## config.mk

```make
export PLATFORM = sky130hd
export DESIGN_NAME = video_pixel_fx
export DESIGN_NICKNAME = d
export VERILOG_FILES = /design/src/rtl/video_pixel_fx.sv
export SDC_FILE = /design/constraint.sdc
export NUM_CORES = 1
export LEC_CHECK = 0
export CAP_MARGIN = 20
export CORE_UTILIZATION = 48
export DETAILED_ROUTE_END_ITERATION = 10
export GPL_ROUTABILITY_DRIVEN = 0
export PLACE_DENSITY = 0.73
export SLEW_MARGIN = 20
export SYNTH_ARGS = -nofsm -noshare
export SYNTH_HDL_FRONTEND = slang
export SYNTH_SLANG_ARGS = --single-unit
```

## constraint.sdc

```tcl
create_clock -name clk -period 1.6 [get_ports clk]
set_clock_uncertainty 0.15 [all_clocks]
set_input_delay 0.32 -clock clk [delete_from_list [all_inputs] [get_ports clk]]
set_output_delay 0.32 -clock clk [all_outputs]
set_load 0.01 [all_outputs]
```

## src/rtl/video_pixel_fx.sv

```systemverilog
// Per-pixel RGB colour effect stage with a frame-synchronous mode switch.
// Data, hsync, vsync and VDE pass through a fixed two-register pipeline.
module video_pixel_fx #(
   parameter int CW         = 8,
   parameter int THRESH     = 128,
   parameter int POST_BITS  = 3,
   parameter int FLASH_LOG2 = 5
) (
   input  logic              clk,
   input  logic              n_rst,
   input  logic [3*CW-1:0]   i_vid_data,
   input  logic              i_vid_hsync,
   input  logic              i_vid_vsync,
   input  logic              i_vid_VDE,
   input  logic [3:0]        sw,
   output logic [3*CW-1:0]   o_vid_data,
   output logic              o_vid_hsync,
   output logic              o_vid_vsync,
   output logic              o_vid_VDE,
   output logic [2:0]        o_mode
);

   localparam logic [2:0] MODE_PASS   = 3'd0;
   localparam logic [2:0] MODE_INVERT = 3'd1;
   localparam logic [2:0] MODE_GRAY   = 3'd2;
   localparam logic [2:0] MODE_THRESH = 3'd3;
   localparam logic [2:0] MODE_POST   = 3'd4;
   localparam logic [2:0] MODE_ROTATE = 3'd5;
   localparam logic [2:0] MODE_FLASH  = 3'd7;

   localparam logic [CW-1:0] THRESH_C  = THRESH[CW-1:0];
   localparam logic [CW-1:0] POST_MASK = {CW{1'b1}} << (CW - POST_BITS);

   logic                  r_vsync_prev;
   logic [FLASH_LOG2-1:0] r_frame_cnt;
   logic [2:0]            r_active_mode;

   logic [CW-1:0]         r_s1_r, r_s1_g, r_s1_b, r_s1_y;
   logic [2:0]            r_s1_mode;
   logic                  r_s1_flash, r_s1_hsync, r_s1_vsync, r_s1_vde;

   logic                  w_vs_rise;
   logic [CW-1:0]         w_in_r, w_in_g, w_in_b, w_y;
   logic [CW+1:0]         w_sum;
   logic [3*CW-1:0]       w_fx;

   assign w_vs_rise = i_vid_vsync & ~r_vsync_prev;
   assign w_in_r    = i_vid_data[3*CW-1:2*CW];
   assign w_in_g    = i_vid_data[2*CW-1:CW];
   assign w_in_b    = i_vid_data[CW-1:0];
   assign w_sum     = {2'b00, w_in_r} + {1'b0, w_in_g, 1'b0} + {2'b00, w_in_b};
   assign w_y       = CW'(w_sum >> 2);
   assign o_mode    = r_active_mode;

   // Mode and frame counter only move on the vsync rising edge so a frame never tears.
   always_ff @(posedge clk or negedge n_rst) begin
      if (!n_rst) begin
         r_vsync_prev  <= 1'b0;
         r_frame_cnt   <= '0;
         r_active_mode <= MODE_PASS;
      end else begin
         r_vsync_prev <= i_vid_vsync;
         if (w_vs_rise) begin
            r_frame_cnt <= r_frame_cnt + 1'b1;
            if (!sw[3]) r_active_mode <= sw[2:0];
         end
      end
   end

   always_ff @(posedge clk or negedge n_rst) begin
      if (!n_rst) begin
         r_s1_r     <= '0;
         r_s1_g     <= '0;
         r_s1_b     <= '0;
         r_s1_y     <= '0;
         r_s1_mode  <= MODE_PASS;
         r_s1_flash <= 1'b0;
         r_s1_hsync <= 1'b0;
         r_s1_vsync <= 1'b0;
         r_s1_vde   <= 1'b0;
      end else begin
         r_s1_r     <= w_in_r;
         r_s1_g     <= w_in_g;
         r_s1_b     <= w_in_b;
         r_s1_y     <= w_y;
         r_s1_mode  <= r_active_mode;
         r_s1_flash <= r_frame_cnt[FLASH_LOG2-1];
         r_s1_hsync <= i_vid_hsync;
         r_s1_vsync <= i_vid_vsync;
         r_s1_vde   <= i_vid_VDE;
      end
   end

   always_comb begin
      w_fx = {r_s1_r, r_s1_g, r_s1_b};
      case (r_s1_mode)
         MODE_INVERT: w_fx = ~{r_s1_r, r_s1_g, r_s1_b};
         MODE_GRAY:   w_fx = {r_s1_y, r_s1_y, r_s1_y};
         MODE_THRESH: w_fx = (r_s1_y >= THRESH_C) ? {3*CW{1'b1}} : '0;
         MODE_POST:   w_fx = {r_s1_r & POST_MASK, r_s1_g & POST_MASK, r_s1_b & POST_MASK};
         MODE_ROTATE: w_fx = {r_s1_g, r_s1_b, r_s1_r};
         MODE_FLASH:  if (r_s1_flash) w_fx = ~{r_s1_r, r_s1_g, r_s1_b};
         default:     w_fx = {r_s1_r, r_s1_g, r_s1_b};
      endcase
      if (!r_s1_vde) w_fx = '0;
   end

   always_ff @(posedge clk or negedge n_rst) begin
      if (!n_rst) begin
         o_vid_data  <= '0;
         o_vid_hsync <= 1'b0;
         o_vid_vsync <= 1'b0;
         o_vid_VDE   <= 1'b0;
      end else begin
         o_vid_data  <= w_fx;
         o_vid_hsync <= r_s1_hsync;
         o_vid_vsync <= r_s1_vsync;
         o_vid_VDE   <= r_s1_vde;
      end
   end

endmodule

```

==> results of run 1 <==
## where the power goes
part           switching [W]  internal [W]  total, W
logic                0.00117       0.00121   0.00238
registers           0.000200       0.00221   0.00241
clock network       0.000682      0.000874   0.00156
## per-stage QoR
step / hold WS, ns / total power [W] / setup slack [ns]
after floorplan: -0.1256 / 0.003677 / -0.6143
after global placement: 0.1049 / 0.004586 / -1.262
after detailed placement: 0.1065 / 0.004641 / -1.334
after CTS: 0.001084 / 0.006239 / -0.5051
after global routing: 0.004373 / 0.006702 / -0.4953
final: 0.01370 / 0.006344 / -0.4611
## sequential cells by signal (all words and copies together), names as in the netlist
| signal | count |
|---|---|
| o_mode | 3 |
| r_s1_r | 8 |
| r_s1_b | 8 |
| r_frame_cnt | 5 |
| r_s1_vde | 1 |
| o_vid_data | 24 |
| r_s1_flash | 1 |
| o_vid_hsync | 1 |
| r_s1_mode | 3 |
| r_s1_hsync | 1 |
| r_s1_y | 8 |
| o_vid_vsync | 1 |
| r_s1_vsync | 1 |
| o_vid_VDE | 1 |
| r_s1_g | 8 |
## worst max-delay path: stages
cell and delay, ns:
buf_8 0.10, fa_2 0.51, buf_6 0.14, fa_2 0.36, a211oi_2 0.23, nor2_2 0.08
o31ai_2 0.24, a21boi_2 0.19
## area by class of cell
type / count / share of cell area (%)
Tap cell: 99 / 2.399
Clock inverter: 6 / 1.745
Clock buffer: 9 / 2.399
Sequential cell: 74 / 35.89
Timing Repair Buffer: 130 / 22.12
Inverter: 13 / 1.163
Multi-Input combinational cell: 239 / 34.29
## timing repair
item | 4_1_cts | 5_1_grt
gates cloned | 0 | 1
setup buffers | 5 | 2
pin swaps | 28 | 17
gates resized for setup | 96 | 23
hold buffers | 6 | 2
endpoints found under the setup margin | 62 | 31
endpoints found under the hold margin | 19 | 2
## placed cells by master (no fill, tap or decap), types with 13 or more instances in the layout
cell type,n
a21oi_1,18
buf_4,50
nand2_1,29
a31oi_1,15
dfrtp_1,73
o21ai_0,38
dlygate4sd2_1,37
nor2_1,13
a21o_1,17
## cell families after synthesis
family,after synthesis,share of synthesized area [%]
AO/OA/AOI/OAI,130,22.86
AND/OR/NAND/NOR,77,10.38
flip-flops,74,50.88
buffers and inverters,33,4.537
adder cells (fa/ha/maj),16,7.150
XOR/XNOR,10,2.406
multiplexers,6,1.787
## worst paths after layout
kind                                        start                        to  slack, ns
max in group asynchronous                   n_rst  o_vid_data[16]$_DFF_PN0_       0.37
hold reg to reg              r_s1_hsync$_DFF_PN0_     o_vid_hsync$_DFF_PN0_       0.20
min in group asynchronous                   n_rst     o_mode[0]$_DFFE_PN0P_       0.28
setup / recovery                    i_vid_data[9]       r_s1_y[5]$_DFF_PN0_      -0.46
setup reg to reg           r_s1_mode[1]$_DFF_PN0_  o_vid_data[13]$_DFF_PN0_      -0.20
hold / removal                     i_vid_data[23]       r_s1_r[7]$_DFF_PN0_       0.01
## layer usage
metal | GRT usage, % | part of all wire (%) | vias up
met1 | 33.81 | 43 | 1534
met3 | 4.524 | 6.5 | 14
met5 | 0 | 0 | -
met2 | 39.56 | 49 | 133
met4 | 6.205 | 0.93 | 0
li1 | - | - | 1473
==> key figures, run 1 <==
Status
  – Status: complete, but fails checks
  – Failing checks: negative setup slack

STA
  – Final setup TNS: -4.826 ns
  – RSZ-0062 raised after global routing: true
  – Max-slew headroom: 74.92%
  – Shortest period the worst path allows: 2.061 ns
  – Max-slew violation total from the final report: 0
  – Final Hold Vio Count: 0
  – Final setup fails: 29
  – Final setup margin: -0.4611 ns
  – Worst slew pin tran: 0.3762 ns
  – Tcrit/Tclk final: 128.8%
  – Max frequency: 485.2 MHz

Global route
  – Initial antenna violation count: 0
  – GRT Overall Usage: 24.32%
  – First-pass GRT wire length: 14410 µm
  – Global route overflow: 0
  – Vias in the first global route: 2978
  – Largest net degree at the start of global routing: 36

Synth
  – Post-Syn Instances: 346
  – Ys async rst share: 100.0%
  – Dominant cells by area after synthesis: dfrtp_1 (51%), o21ai_0 (5.9%), fa_1 (4.4%)
  – Mapped Area: 0.003640 mm²
  – Post-synth top flop: dfrtp_1
  – FF+latch count, synth: 74
  – Yosys warns: 0
  – Count leader, synth: dfrtp_1
  – Net Count, Synth: 395
  – Commonest cells in the netlist: dfrtp_1 (74), o21ai_0 (43), nand2_1 (29), a21oi_1 (18)
  – Cell taking the most area after synthesis: dfrtp_1
  – Yosys cell types: 54
  – Syn Area/Cell: 10.52 µm²
  – Post-synthesis sequential area ratio: 50.88%
  – Post-synth EDFFs: 0
  – Area share of the largest cell type after synthesis: 50.88%

Layout
  – Cell Count, Final, Fillers Out: 570
  – Diodes inserted: 0
  – Share of cells above drive strength 1: 25.69%
  – Fillers: 549
  – Footprint of the multi-input gates: 0.001770 mm²
  – Post-Layout Inst Area: 0.005164 mm²
  – Final core occ: 70.81%
  – Sequential cell area: 0.001853 mm²
  – Final Net Count: 516
  – Synthesis-to-finish area growth: 41.87%

Drt
  – Vias per inst: 5.533
  – Routed Antenna Nets: 0
  – DRC Markers: 0
  – Routed Wire Length: 9359 µm
  – Vias: 3154
  – DRT iter0 DRCs: 267
  – TritonRoute pass-1 iters: 5
  – DR WL/cell: 16.42 µm

Die
  – Core area: 0.007292 mm²
  – Die W: 89.08 µm
  – Effective utilization at floorplan: 49.91%
  – Die area: 0.007935 mm²
  – # IOs: 63
  – Num rows: 31
  – Die height: 89.08 µm

Setup path
  – Critical path peak fanout: 3
  – Crit path arrival time: 2.18 ns
  – Kind of critical path: input pin to flop
  – Worst EP required: 1.72 ns
  – FF-to-FF path depth: 5
  – Crit end category: flop
  – CP startpoint kind: input pin

Placement
  – Dpl hpwl: 6439 µm
  – Placed cells: 540
  – IO Port Bufs: 62
  – Placed instance area: 0.004706 mm²

Clock tree
  – H-tree levels: 3
  – CTS Buf Count: 9
  – CTS root buf: clkbuf_8
  – CTS max path bufs: 2
  – CTS tree: done
  – Clock transition at path regs: 0.08 ns
  – Worst skew pair latency: 0.34 ns
  – Clock sinks: 74

Flow run
  – # Max-Cap Violations: 0

Worst hold path
  – Hold Crit Depth: 1
  – Worst hold-check path type: input pin to flop

Pwr
  – Leak pwr: 2.477 nW
  – PD cells: 1229 mW/mm²
  – Max VDD drop: 0.6663 mV
Note: power is estimated with default switching activity, not from simulation.
==> inputs of run 2 (changes only) <==
CORE_UTILIZATION = 53   (was 48)
CTS_CLUSTER_SIZE = 8   (was not set)
PLACE_DENSITY = 0.77   (was 0.73)
SKIP_CTS_REPAIR_TIMING = 1   (was not set)
clock period = 2.2 ns   (was 1.6 ns; I/O delays follow)
==> run 2 against run 1 <==
Against the previous run:
- the run ends with design-rule violations, negative setup slack left
- wire length shrank 13%
- critical path type unchanged
- design area fell by 5.5%
- clock-buffer cell count increased by 1
- final cell count fell by 11%
- worst setup slack improved by 0.45 ns
- flip-flop and latch count unchanged
- combinational power is 37% lower
- via count decreased by 6.5%
- utilization increased by 4.3 points
- register-to-register slack gained 0.40 ns
- die area shrank 9.2%
==> key figures, run 2 (synthesized netlist as in run 1, its figures left out) <==
STA
  – Max-slew violation total from the final report: 0 (unchanged)
  – Worst slew pin tran: 0.7081 ns (was 0.3762 ns)
  – Shortest period the worst path allows: 2.212 ns
  – Final setup fails: 1 (was 29)
  – Final Hold Vio Count: 0 (unchanged)
  – RSZ-0062 raised after global routing: true (unchanged)
  – Tcrit/Tclk final: 100.5%
  – Max frequency: 452.1 MHz
  – Max-slew headroom: 52.79% (was 74.92%)
  – Final setup margin: -0.01174 ns (was -0.4611 ns)

Clock tree
  – Clock sinks: 74 (unchanged)
  – Worst skew pair latency: 0.35 ns (was 0.34 ns)
  – CTS root buf: clkbuf_8 (unchanged)
  – Clock transition at path regs: 0.08 ns (about the same)
  – CTS max path bufs: 2 (unchanged)
  – CTS tree: done (unchanged)
  – H-tree levels: 3 (unchanged)
  – CTS Buf Count: 9 (unchanged)

Flow run
  – # Max-Cap Violations: 0 (unchanged)

Pwr
  – Seq pwr share: 38.3% (was 38.0%)
  – Switching Share: 30.17% (was 32.31%)
  – NetSw: 0.001409 W (was 0.002050 W)
  – Clock share of power: 29.4% (was 24.5%)
  – Gate power share: 32.3% (was 37.5%)
  – Max VDD drop: 0.7076 mV (was 0.6663 mV)
  – Leak pwr: 2.273 nW (was 2.477 nW)
  – Int Power: 0.003260 W (was 0.004294 W)
  – PD cells: 957.0 mW/mm² (was 1229 mW/mm²)
  – Overall power: 0.004669 W (was 0.006344 W)

Layout
  – Most common cell after layout, fill and taps aside: dfrtp_1 (unchanged)
  – Share of cells above drive strength 1: 17.32% (was 25.69%)
  – Synthesis-to-finish area growth: 34.03% (was 41.87%)
  – Final Net Count: 477 (was 516)
  – Max reg flops: 24 (unchanged)
  – Most frequent cells in the layout: dfrtp_1 (74), clkdlybuf4s50_1 (45), o21ai_0 (41), nand2_1 (29), buf_4 (27) (was dfrtp_1 (73), buf_4 (50), o21ai_0 (38), dlygate4sd2_1 (37), nand2_1 (29))
  – Cell Count, Final, Fillers Out: 510 (was 570)
  – Final core occ: 75.11% (was 70.81%)
  – Biggest register: o_vid_data (unchanged)
  – Diodes inserted: 0 (unchanged)

Setup path
  – Max incr delay on CP: 0.63 ns (was 0.51 ns)
  – Crit end category: flop (unchanged)
  – Worst EP required: 2.28 ns (was 1.72 ns)
  – CP top delay family: adder cells (unchanged)
  – Cells along the critical path: buf_6 > fa_2 > ha_4 > and4b_1 > o31a_1 > a221oi_2 > o311ai_1 (was buf_8 > fa_2 > buf_6 > fa_2 > a211oi_2 > nor2_2 > o31ai_2 > a21boi_2)
  – Critical path peak fanout: 3 (unchanged)
  – Crit-path slowest cell: fa_2 (unchanged)
  – Kind of critical path: input pin to flop (unchanged)
  – Crit path arrival time: 2.29 ns (was 2.18 ns)
  – CP startpoint kind: input pin (unchanged)
  – WP buf/inv: 1 (was 2)

Global route
  – First-pass GRT wire length: 13740 µm (was 14410 µm)
  – Vias in the first global route: 2874 (was 2978)
  – Global route overflow: 0 (unchanged)
  – Initial antenna violation count: 0 (unchanged)
  – GRT Overall Usage: 24.89% (was 24.32%)
  – Largest net degree at the start of global routing: 52 (was 36)

Drt
  – Vias: 2950 (was 3154)
  – DR WL/cell: 15.90 µm (was 16.42 µm)
  – Vias per inst: 5.784 (was 5.533)
  – Routed Antenna Nets: 0 (unchanged)
  – DRC Markers: 4 (was 0)
  – Routed Wire Length: 8111 µm (was 9359 µm)
  – TritonRoute pass-1 iters: 11 (was 5)
  – DRT iter0 DRCs: 311 (was 267)

Die
  – Die area: 0.007203 mm² (was 0.007935 mm²)
  – Core area: 0.006495 mm² (was 0.007292 mm²)
  – Die height: 84.87 µm (was 89.08 µm)
  – # IOs: 63 (unchanged)
  – Num rows: 29 (was 31)
  – Effective utilization at floorplan: 56.04% (was 49.91%)
  – Die W: 84.87 µm (was 89.08 µm)

Placement
  – Dpl hpwl: 5826 µm (was 6439 µm)
  – IO Port Bufs: 62 (unchanged)
  – Pre-CTS WS: -0.8223 ns (was -1.334 ns)
  – Placed cells: 492 (was 540)

Status
  – Failing checks: design-rule violations, negative setup slack (was negative setup slack)
  – Status: complete, but fails checks (unchanged)

Worst hold path
  – Worst hold-check path type: input pin to flop (unchanged)
[run 2: final timing paths]
kind                                             start                       end  slack [ns]  depth (start not counted)
worst min-delay path                     i_vid_data[9]       r_s1_g[1]$_DFF_PN0_        0.05                          1
min in group asynchronous                        n_rst     o_vid_hsync$_DFF_PN0_        0.37                          2
worst max register to register  r_s1_mode[1]$_DFF_PN0_  o_vid_data[12]$_DFF_PN0_        0.20                          5
max in group asynchronous                        n_rst       r_s1_y[0]$_DFF_PN0_        0.97                          3
worst min register to register    r_s1_hsync$_DFF_PN0_     o_vid_hsync$_DFF_PN0_        0.21                          0
worst max-delay path                     i_vid_data[9]       r_s1_y[6]$_DFF_PN0_       -0.01                          7
[run 2: per-layer routing]
metal,part of all wire [%],GRT usage [%],routed length (µm),up-vias
met5,0,0,0,-
met4,1.1,8.166,89,0
met3,5.6,5.739,458,9
met2,48,39.76,3904,113
met1,45,34.06,3659,1429
li1,-,-,-,1399
[run 2: area by class of cell]
| type | count | area (µm²) |
|---|---|---|
| multi-input cells | 239 | 1737 |
| repair buffers | 91 | 872.1 |
| well taps | 77 | 96.34 |
| fillers | 423 | 1617 |
| clock buffers | 10 | 127.6 |
| flip-flops and latches | 74 | 1852 |
| clock inverters | 6 | 137.6 |
| inverters | 13 | 56.30 |
[run 2: metrics by stage]
stage                     hold WS (ns)   TNS, ns  instance area, µm²
final                          0.05216  -0.01174                4878
after global routing           0.03252  -0.07165                4878
after CTS                      -0.1795    -1.984                4758
after detailed placement        0.2011    -4.839                4493
after global placement          0.1859    -4.416                4493
after floorplan              -0.005591   -0.3501                3667
[run 2: power groups by stage]
stage / clock (W) / sequential, W / combinational (W)
global placement: 0 / 0.00180 / 0.00139
floorplan: 0 / 0.00179 / 0.000881
global route: 0.00145 / 0.00182 / 0.00167
CTS: 0.00140 / 0.00179 / 0.00144
detailed placement: 0 / 0.00181 / 0.00143
finish: 0.00137 / 0.00179 / 0.00151
==> inputs of run 3 (changes only) <==
--- a/config.mk
+++ b/config.mk
@@ -7,9 +7,9 @@
 export LEC_CHECK = 0
 export CAP_MARGIN = 20
-export CORE_UTILIZATION = 53
+export CORE_UTILIZATION = 57
 export CTS_CLUSTER_SIZE = 8
 export DETAILED_ROUTE_END_ITERATION = 10
 export GPL_ROUTABILITY_DRIVEN = 0
-export PLACE_DENSITY = 0.77
+export PLACE_DENSITY = 0.82
 export SKIP_CTS_REPAIR_TIMING = 1
 export SLEW_MARGIN = 20
==> constraint.sdc (replaced) <==
create_clock -name clk -period 2.7 [get_ports clk]
set_clock_uncertainty 0.15 [all_clocks]
set_input_delay 0.54 -clock clk [delete_from_list [all_inputs] [get_ports clk]]
set_output_delay 0.54 -clock clk [all_outputs]
set_load 0.005 [all_outputs]
==> run 3 against run 2 <==
Against the previous run:
- worst setup slack better by 0.10 ns
- via count is 2.5% higher
- combinational power decreased by 24%
- worst hold slack worse by 0.018 ns
- final cell count fell by 1.6%
- sequential power is 18% lower
- wire length rose by 4.4%
- non-clock buffer count down 6
- die area fell by 6.9%
- critical path depth is the same
- largest cell class unchanged
- the run now ends clean
- register-to-register slack better by 0.39 ns
==> key figures, run 3 (synthesized netlist as in run 1, its figures left out) <==
Setup path
  – Kind of critical path: input pin to flop (unchanged)
  – Reg-to-Reg Start: r_s1_mode[1]$_DFF_PN0_ (unchanged)
  – FF-to-FF path depth: 5 (unchanged)
  – CP startpoint kind: input pin (unchanged)
  – Max incr delay on CP: 0.61 ns (was 0.63 ns)
  – Crit Reg-Reg Endpoint: o_vid_data[4]$_DFF_PN0_ (was o_vid_data[12]$_DFF_PN0_)
  – Critical path peak fanout: 4 (was 3)
  – Crit path arrival time: 2.67 ns (was 2.29 ns)
  – Reg-to-reg slack, setup: 0.59 ns (was 0.20 ns)
  – Crit-path slowest cell: fa_1 (was fa_2)
  – Worst EP required: 2.76 ns (was 2.28 ns)
  – Cells along the critical path: clkdlybuf4s50_1 > fa_1 > ha_4 > o211a_1 > o31a_1 > a221oi_2 > o311ai_2 (was buf_6 > fa_2 > ha_4 > and4b_1 > o31a_1 > a221oi_2 > o311ai_1)
  – Crit end category: flop (unchanged)

Clock tree
  – CTS Buf Count: 9 (unchanged)
  – Clock transition at path regs: 0.08 ns (about the same)
  – Worst skew pair latency: 0.35 ns (about the same)
  – Clock sinks: 74 (unchanged)
  – CTS tree: done (unchanged)
  – H-tree levels: 3 (unchanged)
  – CTS root buf: clkbuf_8 (unchanged)
  – CTS max path bufs: 2 (unchanged)

Global route
  – Vias in the first global route: 2765 (was 2874)
  – Global route overflow: 0 (unchanged)
  – Initial antenna violation count: 0 (unchanged)
  – First-pass GRT wire length: 13770 µm (was 13740 µm)
  – GRT Overall Usage: 28.18% (was 24.89%)
  – Largest net degree at the start of global routing: 49 (was 52)

Pwr
  – Switching Share: 30.97% (was 30.17%)
  – Clock share of power: 28.3% (was 29.4%)
  – Int Power: 0.002524 W (was 0.003260 W)
  – Seq pwr share: 40.3% (was 38.3%)
  – Gate power share: 31.5% (was 32.3%)
  – NetSw: 0.001132 W (was 0.001409 W)
  – Max VDD drop: 0.5463 mV (was 0.7076 mV)
  – PD cells: 773.8 mW/mm² (was 957.0 mW/mm²)
  – Leak pwr: 2.175 nW (was 2.273 nW)
  – Overall power: 0.003656 W (was 0.004669 W)

Layout
  – Most common cell after layout, fill and taps aside: dfrtp_1 (unchanged)
  – Biggest register: o_vid_data (unchanged)
  – Most frequent cells in the layout: dfrtp_1 (74), clkdlybuf4s50_1 (55), o21ai_0 (42), nand2_1 (29), buf_4 (22) (was dfrtp_1 (74), clkdlybuf4s50_1 (45), o21ai_0 (41), nand2_1 (29), buf_4 (27))
  – Post-Layout Inst Area: 0.004725 mm² (was 0.004878 mm²)
  – Max reg flops: 24 (unchanged)
  – Diodes inserted: 0 (unchanged)
  – Final Net Count: 471 (was 477)
  – Synthesis-to-finish area growth: 29.80% (was 34.03%)
  – Final core occ: 78.41% (was 75.11%)
  – Share of cells above drive strength 1: 13.35% (was 17.32%)

Status
  – Status: finished clean (was complete, but fails checks)

Die
  – Core area: 0.006026 mm² (was 0.006495 mm²)
  – Effective utilization at floorplan: 60.40% (was 56.04%)
  – Num rows: 28 (was 29)
  – Die height: 81.91 µm (was 84.87 µm)
  – Die W: 81.91 µm (was 84.87 µm)
  – # IOs: 63 (unchanged)
  – Die area: 0.006709 mm² (was 0.007203 mm²)

Drt
  – DRT iter0 DRCs: 522 (was 311)
  – Vias: 3025 (was 2950)
  – DR WL/cell: 16.87 µm (was 15.90 µm)
  – Vias per inst: 6.026 (was 5.784)
  – DRC Markers: 0 (was 4)
  – Routed Antenna Nets: 0 (unchanged)
  – TritonRoute pass-1 iters: 5 (was 11)
  – Routed Wire Length: 8470 µm (was 8111 µm)

Placement
  – Placed instance area: 0.004403 mm² (was 0.004493 mm²)
  – IO Port Bufs: 62 (unchanged)
  – Dpl hpwl: 5683 µm (was 5826 µm)

STA
  – Final Hold Vio Count: 0 (unchanged)
  – RSZ-0062 raised after global routing: false (was true)
  – Tcrit/Tclk final: 96.60%
  – Final setup fails: 0 (was 1)
  – Max-slew violation total from the final report: 0 (unchanged)
  – Max frequency: 383.4 MHz
  – Max-slew headroom: 50.14% (was 52.79%)
  – Shortest period the worst path allows: 2.608 ns
  – Worst slew pin tran: 0.7479 ns (was 0.7081 ns)

Flow run
  – # Max-Cap Violations: 0 (unchanged)

Worst hold path
  – Worst hold-check path type: input pin to async pin (was input pin to flop)
[run 3: final cells by class]
| type | instances | area, µm² |
|---|---|---|
| Clock buffer | 10 | 127.6 |
| Clock inverter | 6 | 115.1 |
| Fill cell | 386 | 1301 |
| Inverter | 13 | 48.80 |
| Multi-Input combinational cell | 239 | 1672 |
| Sequential cell | 74 | 1852 |
| Tap cell | 75 | 93.84 |
| Timing Repair Buffer | 85 | 815.8 |
[run 3: critical path, delay by kind of cell]
family	cells	cell delay [ns]
compound gates	4	0.83
fa+ha+maj	2	0.84
buf+inv	1	0.45
[run 3: how the worst max path moves through the flow]
stage | start | end | slack (ns)
2_1_floorplan | i_vid_data[1] | r_s1_y[5]$_DFF_PN0_ | 0.17
3_3_place_gp | i_vid_data[8] | r_s1_y[5]$_DFF_PN0_ | -0.37
3_5_place_dp | i_vid_data[1] | r_s1_y[5]$_DFF_PN0_ | -0.41
4_1_cts | i_vid_data[2] | r_s1_y[6]$_DFF_PN0_ | -0.13
5_1_grt | i_vid_data[5] | r_s1_y[6]$_DFF_PN0_ | 0.06
6_report | i_vid_data[3] | r_s1_y[6]$_DFF_PN0_ | 0.09
[run 3: through the flow]
| step | TNS, ns | hold slack, ns | cells | setup WS, ns |
|---|---|---|---|---|
| final | 0 | 0.03392 | 502 | 0.09171 |
| after CTS | -0.2859 | 0.04236 | 500 | -0.1269 |
| after detailed placement | -1.649 | 0.1864 | 484 | -0.4094 |
| after global placement | -1.390 | 0.1846 | 484 | -0.3697 |
| after global routing | 0 | 0.07315 | 502 | 0.05561 |
| after floorplan | 0 | 0.09441 | 346 | 0.1749 |
[run 3: power by group through the flow]
stage                     Clock [W]  Sequential [W]  Combinational (W)
after global placement            0         0.00148            0.00104
after floorplan                   0         0.00142           0.000704
final                       0.00103         0.00147            0.00115
after CTS                   0.00105         0.00147            0.00110
after global routing        0.00110         0.00150            0.00126
after detailed placement          0         0.00149            0.00108
[run 3: metal layers]
metal	GRT usage [%]	wire length (µm)	vias up
li1	-	-	1380
met2	42.64	3955	145
met3	6.000	586	16
met1	40.13	3784	1484
met4	9.825	143	0
met5	0	0	-
